`config.mk`:
```
export PLATFORM = sky130hd
export DESIGN_NAME = angle_track_mc
export DESIGN_NICKNAME = d
export VERILOG_FILES = /design/src/rtl/angle_track_pkg.sv /design/src/rtl/angle_track_ch.sv /design/src/rtl/angle_track_mc.sv
export SDC_FILE = /design/constraint.sdc
export NUM_CORES = 1
export LEC_CHECK = 0
export BUFFER_PORTS_ARGS = -buffer_cell sky130_fd_sc_hd__buf_2
export CORE_ASPECT_RATIO = 1.2
export CORE_MARGIN = 3
export CORE_UTILIZATION = 38
export DETAILED_ROUTE_END_ITERATION = 8
export GPL_TIMING_DRIVEN = 0
export SYNTH_ARGS = -nofsm -noshare
export SYNTH_HDL_FRONTEND = slang
export SYNTH_SLANG_ARGS = --single-unit
```
`constraint.sdc`:
```
create_clock -name clock -period 2.85 [get_ports clock]
set_clock_uncertainty 0.2 [all_clocks]
set_input_delay 0.1425 -clock clock [delete_from_list [all_inputs] [get_ports clock]]
set_output_delay 0.1425 -clock clock [all_outputs]
set_load 0.05 [all_outputs]
```
`src/rtl/angle_track_pkg.sv`:
```
// angle_track_pkg: settle FSM encoding, settle counter width and half-turn helper
package angle_track_pkg;
  typedef enum logic [1:0] {
    ST_IDLE = 2'd0,
    ST_SEEK = 2'd1,
    ST_DONE = 2'd2
  } state_t;

  localparam int SETTLE_W = 4;

  function automatic int half_turn(input int w);
    return 1 << (w - 1);
  endfunction
endpackage

```
`src/rtl/angle_track_ch.sv`:
```
// angle_track_ch: one encoder channel (sync, capture, shortest-path error, settle FSM); watchdog under ANGLE_TRACK_STALE_EN
module angle_track_ch
  import angle_track_pkg::*;
#(
  parameter int ANGLE_W = 12,
  parameter int SETTLE  = 3,
  parameter int STALE_W = 20
) (
  input  logic               clock,
  input  logic               reset_n,
  input  logic               rd_done,
  input  logic [ANGLE_W-1:0] raw_angle,
  input  logic [ANGLE_W-1:0] target_angle,
  input  logic               angle_update,
  input  logic               abort,
  input  logic [ANGLE_W-1:0] tolerance,
  input  logic [STALE_W-1:0] stale_limit,
  output logic [ANGLE_W-1:0] current_angle,
  output logic [ANGLE_W-1:0] angle_error,
  output logic               direction,
  output logic               angle_done,
  output logic               stale
);
  localparam logic [ANGLE_W-1:0] HALF = ANGLE_W'(half_turn(ANGLE_W));

  logic                sync1_q, sync1_d, sync2_q, sync2_d;
  logic                smp_q, smp_d, upd_q, upd_d, dir_q, dir_d;
  logic [1:0]          eval_q, eval_d;
  logic [ANGLE_W-1:0]  cur_q, cur_d, tgt_q, tgt_d, err_q, err_d, diff;
  logic [SETTLE_W-1:0] cnt_q, cnt_d, cnt_inc;
  state_t              state_q, state_d;
  logic                take_upd, in_tol;

  // Datapath: rd_done edge detect, capture, target latch and wrap-aware error
  always_comb begin
    take_upd = angle_update & ~abort;
    sync1_d  = rd_done;
    sync2_d  = sync1_q;
    smp_d    = sync1_q & ~sync2_q;
    cur_d    = smp_q ? raw_angle : cur_q;
    tgt_d    = take_upd ? target_angle : tgt_q;
    upd_d    = smp_q | take_upd;
    diff     = tgt_q - cur_q;
    err_d    = upd_q ? ((diff > HALF) ? ANGLE_W'(0) - diff : diff) : err_q;
    dir_d    = upd_q ? (diff <= HALF) : dir_q;
    eval_d   = (angle_update | abort) ? 2'b00 : {eval_q[0], smp_q};
    in_tol   = err_q <= tolerance;
  end

  // Settle FSM: abort beats update beats eval; an eval pending across an update is dropped
  always_comb begin
    state_d = state_q;
    cnt_d   = cnt_q;
    cnt_inc = cnt_q + 1'b1;
    if (abort) begin
      state_d = ST_IDLE;
      cnt_d   = '0;
    end else if (angle_update) begin
      state_d = ST_SEEK;
      cnt_d   = '0;
    end else if (eval_q[1]) begin
      case (state_q)
        ST_SEEK: begin
          cnt_d = in_tol ? cnt_inc : '0;
          if (in_tol && int'(cnt_inc) >= SETTLE) begin
            state_d = ST_DONE;
            cnt_d   = '0;
          end
        end
        ST_DONE: state_d = in_tol ? ST_DONE : ST_SEEK;
        default: state_d = state_q;
      endcase
    end
  end

  // Channel state registers
  always_ff @(posedge clock or negedge reset_n) begin
    if (!reset_n) begin
      sync1_q <= 1'b0;
      sync2_q <= 1'b0;
      smp_q   <= 1'b0;
      upd_q   <= 1'b0;
      dir_q   <= 1'b0;
      eval_q  <= '0;
      cur_q   <= '0;
      tgt_q   <= '0;
      err_q   <= '0;
      cnt_q   <= '0;
      state_q <= ST_IDLE;
    end else begin
      sync1_q <= sync1_d;
      sync2_q <= sync2_d;
      smp_q   <= smp_d;
      upd_q   <= upd_d;
      dir_q   <= dir_d;
      eval_q  <= eval_d;
      cur_q   <= cur_d;
      tgt_q   <= tgt_d;
      err_q   <= err_d;
      cnt_q   <= cnt_d;
      state_q <= state_d;
    end
  end

  assign current_angle = cur_q;
  assign angle_error   = err_q;
  assign direction     = dir_q;
  assign angle_done    = state_q == ST_DONE;

`ifdef ANGLE_TRACK_STALE_EN
  logic [STALE_W-1:0] wd_q, wd_d;

  // Watchdog: clears on each sample, otherwise counts up and saturates
  always_comb wd_d = smp_q ? '0 : ((&wd_q) ? wd_q : wd_q + 1'b1);

  // Watchdog counter register
  always_ff @(posedge clock or negedge reset_n) begin
    if (!reset_n) wd_q <= '0;
    else          wd_q <= wd_d;
  end

  assign stale = (stale_limit != '0) && (wd_q >= stale_limit);
`else
  logic unused_stale_limit;
  assign unused_stale_limit = ^stale_limit;
  assign stale = 1'b0;
`endif
endmodule

```
`src/rtl/angle_track_mc.sv`:
```
// angle_track_mc: sensor clock divider plus NUM_CH angle tracking channels (watchdog under ANGLE_TRACK_STALE_EN)
module angle_track_mc
  import angle_track_pkg::*;
#(
  parameter int NUM_CH       = 4,
  parameter int ANGLE_W      = 12,
  parameter int CLK_DIV_LOG2 = 7,
  parameter int SETTLE       = 3,
  parameter int STALE_W      = 20
) (
  input  logic                      clock,
  input  logic                      reset_n,
  output logic                      sensor_clk,
  input  logic [NUM_CH-1:0]         rd_done,
  input  logic [NUM_CH*ANGLE_W-1:0] raw_angle,
  input  logic [NUM_CH*ANGLE_W-1:0] target_angle,
  input  logic [NUM_CH-1:0]         angle_update,
  input  logic [NUM_CH-1:0]         abort,
  input  logic [ANGLE_W-1:0]        tolerance,
  input  logic [STALE_W-1:0]        stale_limit,
  output logic [NUM_CH*ANGLE_W-1:0] current_angle,
  output logic [NUM_CH*ANGLE_W-1:0] angle_error,
  output logic [NUM_CH-1:0]         direction,
  output logic [NUM_CH-1:0]         angle_done,
  output logic [NUM_CH-1:0]         stale
);
  logic [CLK_DIV_LOG2-1:0] div_q, div_d;

  // Free-running divider; its MSB is the shared reader clock
  always_comb div_d = div_q + 1'b1;

  // Divider register
  always_ff @(posedge clock or negedge reset_n) begin
    if (!reset_n) div_q <= '0;
    else          div_q <= div_d;
  end

  assign sensor_clk = div_q[CLK_DIV_LOG2-1];

  for (genvar g = 0; g < NUM_CH; g++) begin : g_ch
    angle_track_ch #(
      .ANGLE_W(ANGLE_W),
      .SETTLE (SETTLE),
      .STALE_W(STALE_W)
    ) u_ch (
      .clock        (clock),
      .reset_n      (reset_n),
      .rd_done      (rd_done[g]),
      .raw_angle    (raw_angle[g*ANGLE_W +: ANGLE_W]),
      .target_angle (target_angle[g*ANGLE_W +: ANGLE_W]),
      .angle_update (angle_update[g]),
      .abort        (abort[g]),
      .tolerance    (tolerance),
      .stale_limit  (stale_limit),
      .current_angle(current_angle[g*ANGLE_W +: ANGLE_W]),
      .angle_error  (angle_error[g*ANGLE_W +: ANGLE_W]),
      .direction    (direction[g]),
      .angle_done   (angle_done[g]),
      .stale        (stale[g])
    );
  end
endmodule
```
==> flow_summary_export.csv <==
group,metric,value,unit
outcome,outcome,"finished, violations left",
outcome,violations,"negative setup slack",
sta,worst_pin_slew,0.787,ns
synthesis,synth_cell_type_count,78,
drt,vias_per_cell,5.17,
cells_and_area,drive_gt1_frac,0.339,
cells_and_area,fin_nets,2007,
sta,relSlewSlack,0.475,
setup_path,regToRegEndpoint,"g_ch[2].u_ch.angle_error[9]",
cells_and_area,antennaDiodeCount,0,
synthesis,yosys_register_bits,203,
setup_path,crit_chain,"inv_2 > ha_1 > nor2b_1 > o31a_4 > or4b_4 > nand3_4 > nor4_4 > and4_4 > or4_4 > a41oi_2",
drt,wl,35.2,mm
clock_network,path_clk_slew,0.06,ns
synthesis,syn-cell-area,0.0124,mm²
floorplanning,start_util,0.391,
clock_network,cts-root-buf,"clkbuf_16",
setup_path,crit_buf_inv,1,
floorplanning,die_y,204,µm
setup_path,crit_type,"reg -> reg",
cells_and_area,finish.instance_area,0.0177,mm²
synthesis,ys.flop_type,"dfrtp_1",
setup_path,crit_slowest_cell,"or4_4",
floorplanning,dieArea,0.0349,mm²
synthesis,syn_area_per_cell,9.51,µm²
floorplanning,ios,251,
placed_design,numPortBuffers,226,
setup_path,r2r_start,"g_ch[2].u_ch.current_angle[1]",
cells_and_area,syn_to_final_growth,42.5,%
power_and_ir_drop,power_leakage,8.07,nW
drt,drc,0,
sta,max_freq,333,MHz
drt,wl_per_cell,16.3,µm
job,cap_violations,0,
sta,layout_min_cycle_time,3.00,ns
clock_network,clock_latency,0.52,ns
synthesis,ys_seq_area_frac,0.409,
global_route,antenna_found_initial,0,
floorplanning,core_area,0.0318,mm²
sta,rsz0062_at_grt,"yes",
sta,setup_ws,-0.149,ns
floorplanning,die_w,171,µm
drt,via_count,11200,
setup_path,regToRegSetupSlack,-0.15,ns
setup_path,critPathTopFamily,"simple AND/OR/NAND/NOR gates",
clock_network,cts_buffers,24,
setup_path,r2r_cells,10,
global_route,groute.usage.overall,0.195,
drt,first_pass_iters,5,
setup_path,worstSetupStartpointType,"register",
sta,hold_viol_final,0,
placed_design,place_ws,-0.470,ns
floorplanning,num_rows,71,
setup_path,worstPathRequired,3.09,ns
global_route,first_global_vias,11200,
power_and_ir_drop,peakVddDrop,0.517,mV
clock_network,clk_path_buf_depth,3,
global_route,overflow,0,
sta,finalCritPeriodShare,1.05,
synthesis,async_flop_share,1.00,
synthesis,synth-edff-count,0,
synthesis,synth.yosys.warnings,0,
cells_and_area,final_common_cell,"buf_2",
global_route,grt_start_max_net_pins,106,
drt,drtIter0Drc,491,
sta,drv_slew,0,
setup_path,crit_start,"g_ch[2].u_ch.current_angle[1]",
global_route,grt_pass1_wl,56.0,mm
placed_design,gp_congestion,0.845,
sta,setup_viol,22,
clock_network,clock-sinks,203,
setup_path,cpPeakStageDelay,0.53,ns
placed_design,hpwl,24.8,mm
synthesis,synthCells,1306,
cells_and_area,final_cell_mix,"227 x buf_2, 174 x dfrtp_1, 126 x dlygate4sd3_1",
placed_design,placed_area,0.0144,mm²
drt,drtAntennaViolNets,0,
setup_path,arrival,3.24,ns
clock_network,tritoncts,"done",
setup_path,endpoint_kind,"register",
setup_path,crit_path_max_fanout,4,
clock_network,h-tree-depth,1,
power_and_ir_drop,p_per_area,848,mW/mm²
worst_hold_path,hold_class,"in -> async",
[cells by family (layout without fill, tap and decap cells)]
group                      count (synthesis)  in the layout  synth area share
buffers and inverters                    150            606            0.0493
DFF                                      203            203             0.409
adders and majority gates                117            117             0.120
xor gates and xnor gates                  56             56            0.0395
other                                      1              4          0.000302
and+or+nand+nor                          407            407             0.165
muxes                                     62             62            0.0559
AOI/OAI and AO/OA                        310            310             0.160
[routing by layer]
| layer | GRT usage | vias to the layer above | share of wire |
|---|---|---|---|
| li1 | - | 5515 | - |
| met1 | 0.244 | 5369 | 0.43 |
| met2 | 0.342 | 260 | 0.49 |
| met3 | 0.0348 | 63 | 0.054 |
| met4 | 0.0584 | 0 | 0.028 |
| met5 | 0 | - | 0 |
[report_power, final]
part / switching [mW] / internal [mW]
clock network: 1.20 / 1.76
logic: 4.92 / 3.21
registers: 0.489 / 3.43
total: 6.61 / 8.40
[timing repair]
| item | CTS | global route |
|---|---|---|
| hold buffers | 126 | 0 |
| pin swaps | 67 | 67 |
| endpoints found under the hold margin | 230 | 0 |
| gates cloned | 0 | 1 |
| buffers inserted | 37 | 24 |
| endpoints found under the setup margin | 37 | 49 |
| resized for setup | 81 | 91 |
[cells in the mapped netlist (5+ instances only)]
master,count,share of area
a211oi_1,15,0.0091
a21o_1,21,0.013
a21oi_1,68,0.027
a31oi_1,22,0.011
and2_1,23,0.012
and3_1,15,0.0076
buf_4,12,0.0073
clkbuf_1,25,0.0076
dfrtp_1,203,0.41
ha_1,113,0.11
inv_1,108,0.033
mux2_2,59,0.053
nand2_1,96,0.029
nand2b_1,9,0.0045
nand3_1,37,0.015
nand3b_1,5,0.0030
nand4_1,17,0.0086
nor2_1,98,0.030
nor2b_1,20,0.010
nor3_1,33,0.013
nor4_1,7,0.0035
o2111ai_1,6,0.0042
o211ai_1,13,0.0079
o21a_1,16,0.0097
o21ai_0,80,0.032
o21ai_1,10,0.0040
o21bai_1,8,0.0048
o31ai_1,5,0.0030
o41ai_1,5,0.0035
or2_2,12,0.0060
or3_1,12,0.0060
or4_1,5,0.0030
xnor2_1,32,0.023
xor2_1,24,0.017
[final cells by class]
type / count / area [µm²]
buffer: 40 / 221
inverter: 109 / 412
fill: 2737 / 14100
sequential: 203 / 5120
multi-input combinational: 956 / 7770
tap: 401 / 502
clock buffer: 40 / 742
timing repair buffer: 414 / 2930
clock inverter: 3 / 15.0
[state kept, by name (all words and copies together), names as in the netlist, 7 cells and up]
register and count:
g_ch.u_ch.angle_error 48, div_q 7, g_ch.u_ch.cnt_q 16, g_ch.u_ch.current_angle 48, g_ch.u_ch.tgt_q 48, g_ch.u_ch.state_q 8
g_ch.u_ch.eval_q 8
[how the worst max path moves through the flow]
stage | end | slack (ns) | cells past startpoint
2_1_floorplan | g_ch[2].u_ch.angle_error[9] | -0.21 | 10
3_3_place_gp | g_ch[3].u_ch.current_angle[8] | -2.53 | 1
3_5_place_dp | g_ch[2].u_ch.angle_error[1] | -0.47 | 12
4_1_cts | g_ch[3].u_ch.angle_error[1] | -0.15 | 12
5_1_grt | g_ch[2].u_ch.angle_error[10] | -0.26 | 12
6_report | g_ch[2].u_ch.angle_error[9] | -0.15 | 10
[per-stage QoR]
step	instances	hold WS [ns]	setup TNS (ns)	total power [mW]	utilization
3_5_place_dp	1937	0.0109	-6.17	10.5	0.452
2_1_floorplan	1309	-0.353	-1.22	8.87	-
5_1_grt	2166	0.0390	-5.43	16.0	0.557
4_1_cts	2143	0.0164	-1.29	14.5	0.538
3_3_place_gp	1936	0.0517	-444.85	10.4	0.451
6_report	2166	0.0106	-1.21	15.0	0.557
(Power assumes the default switching activity.)
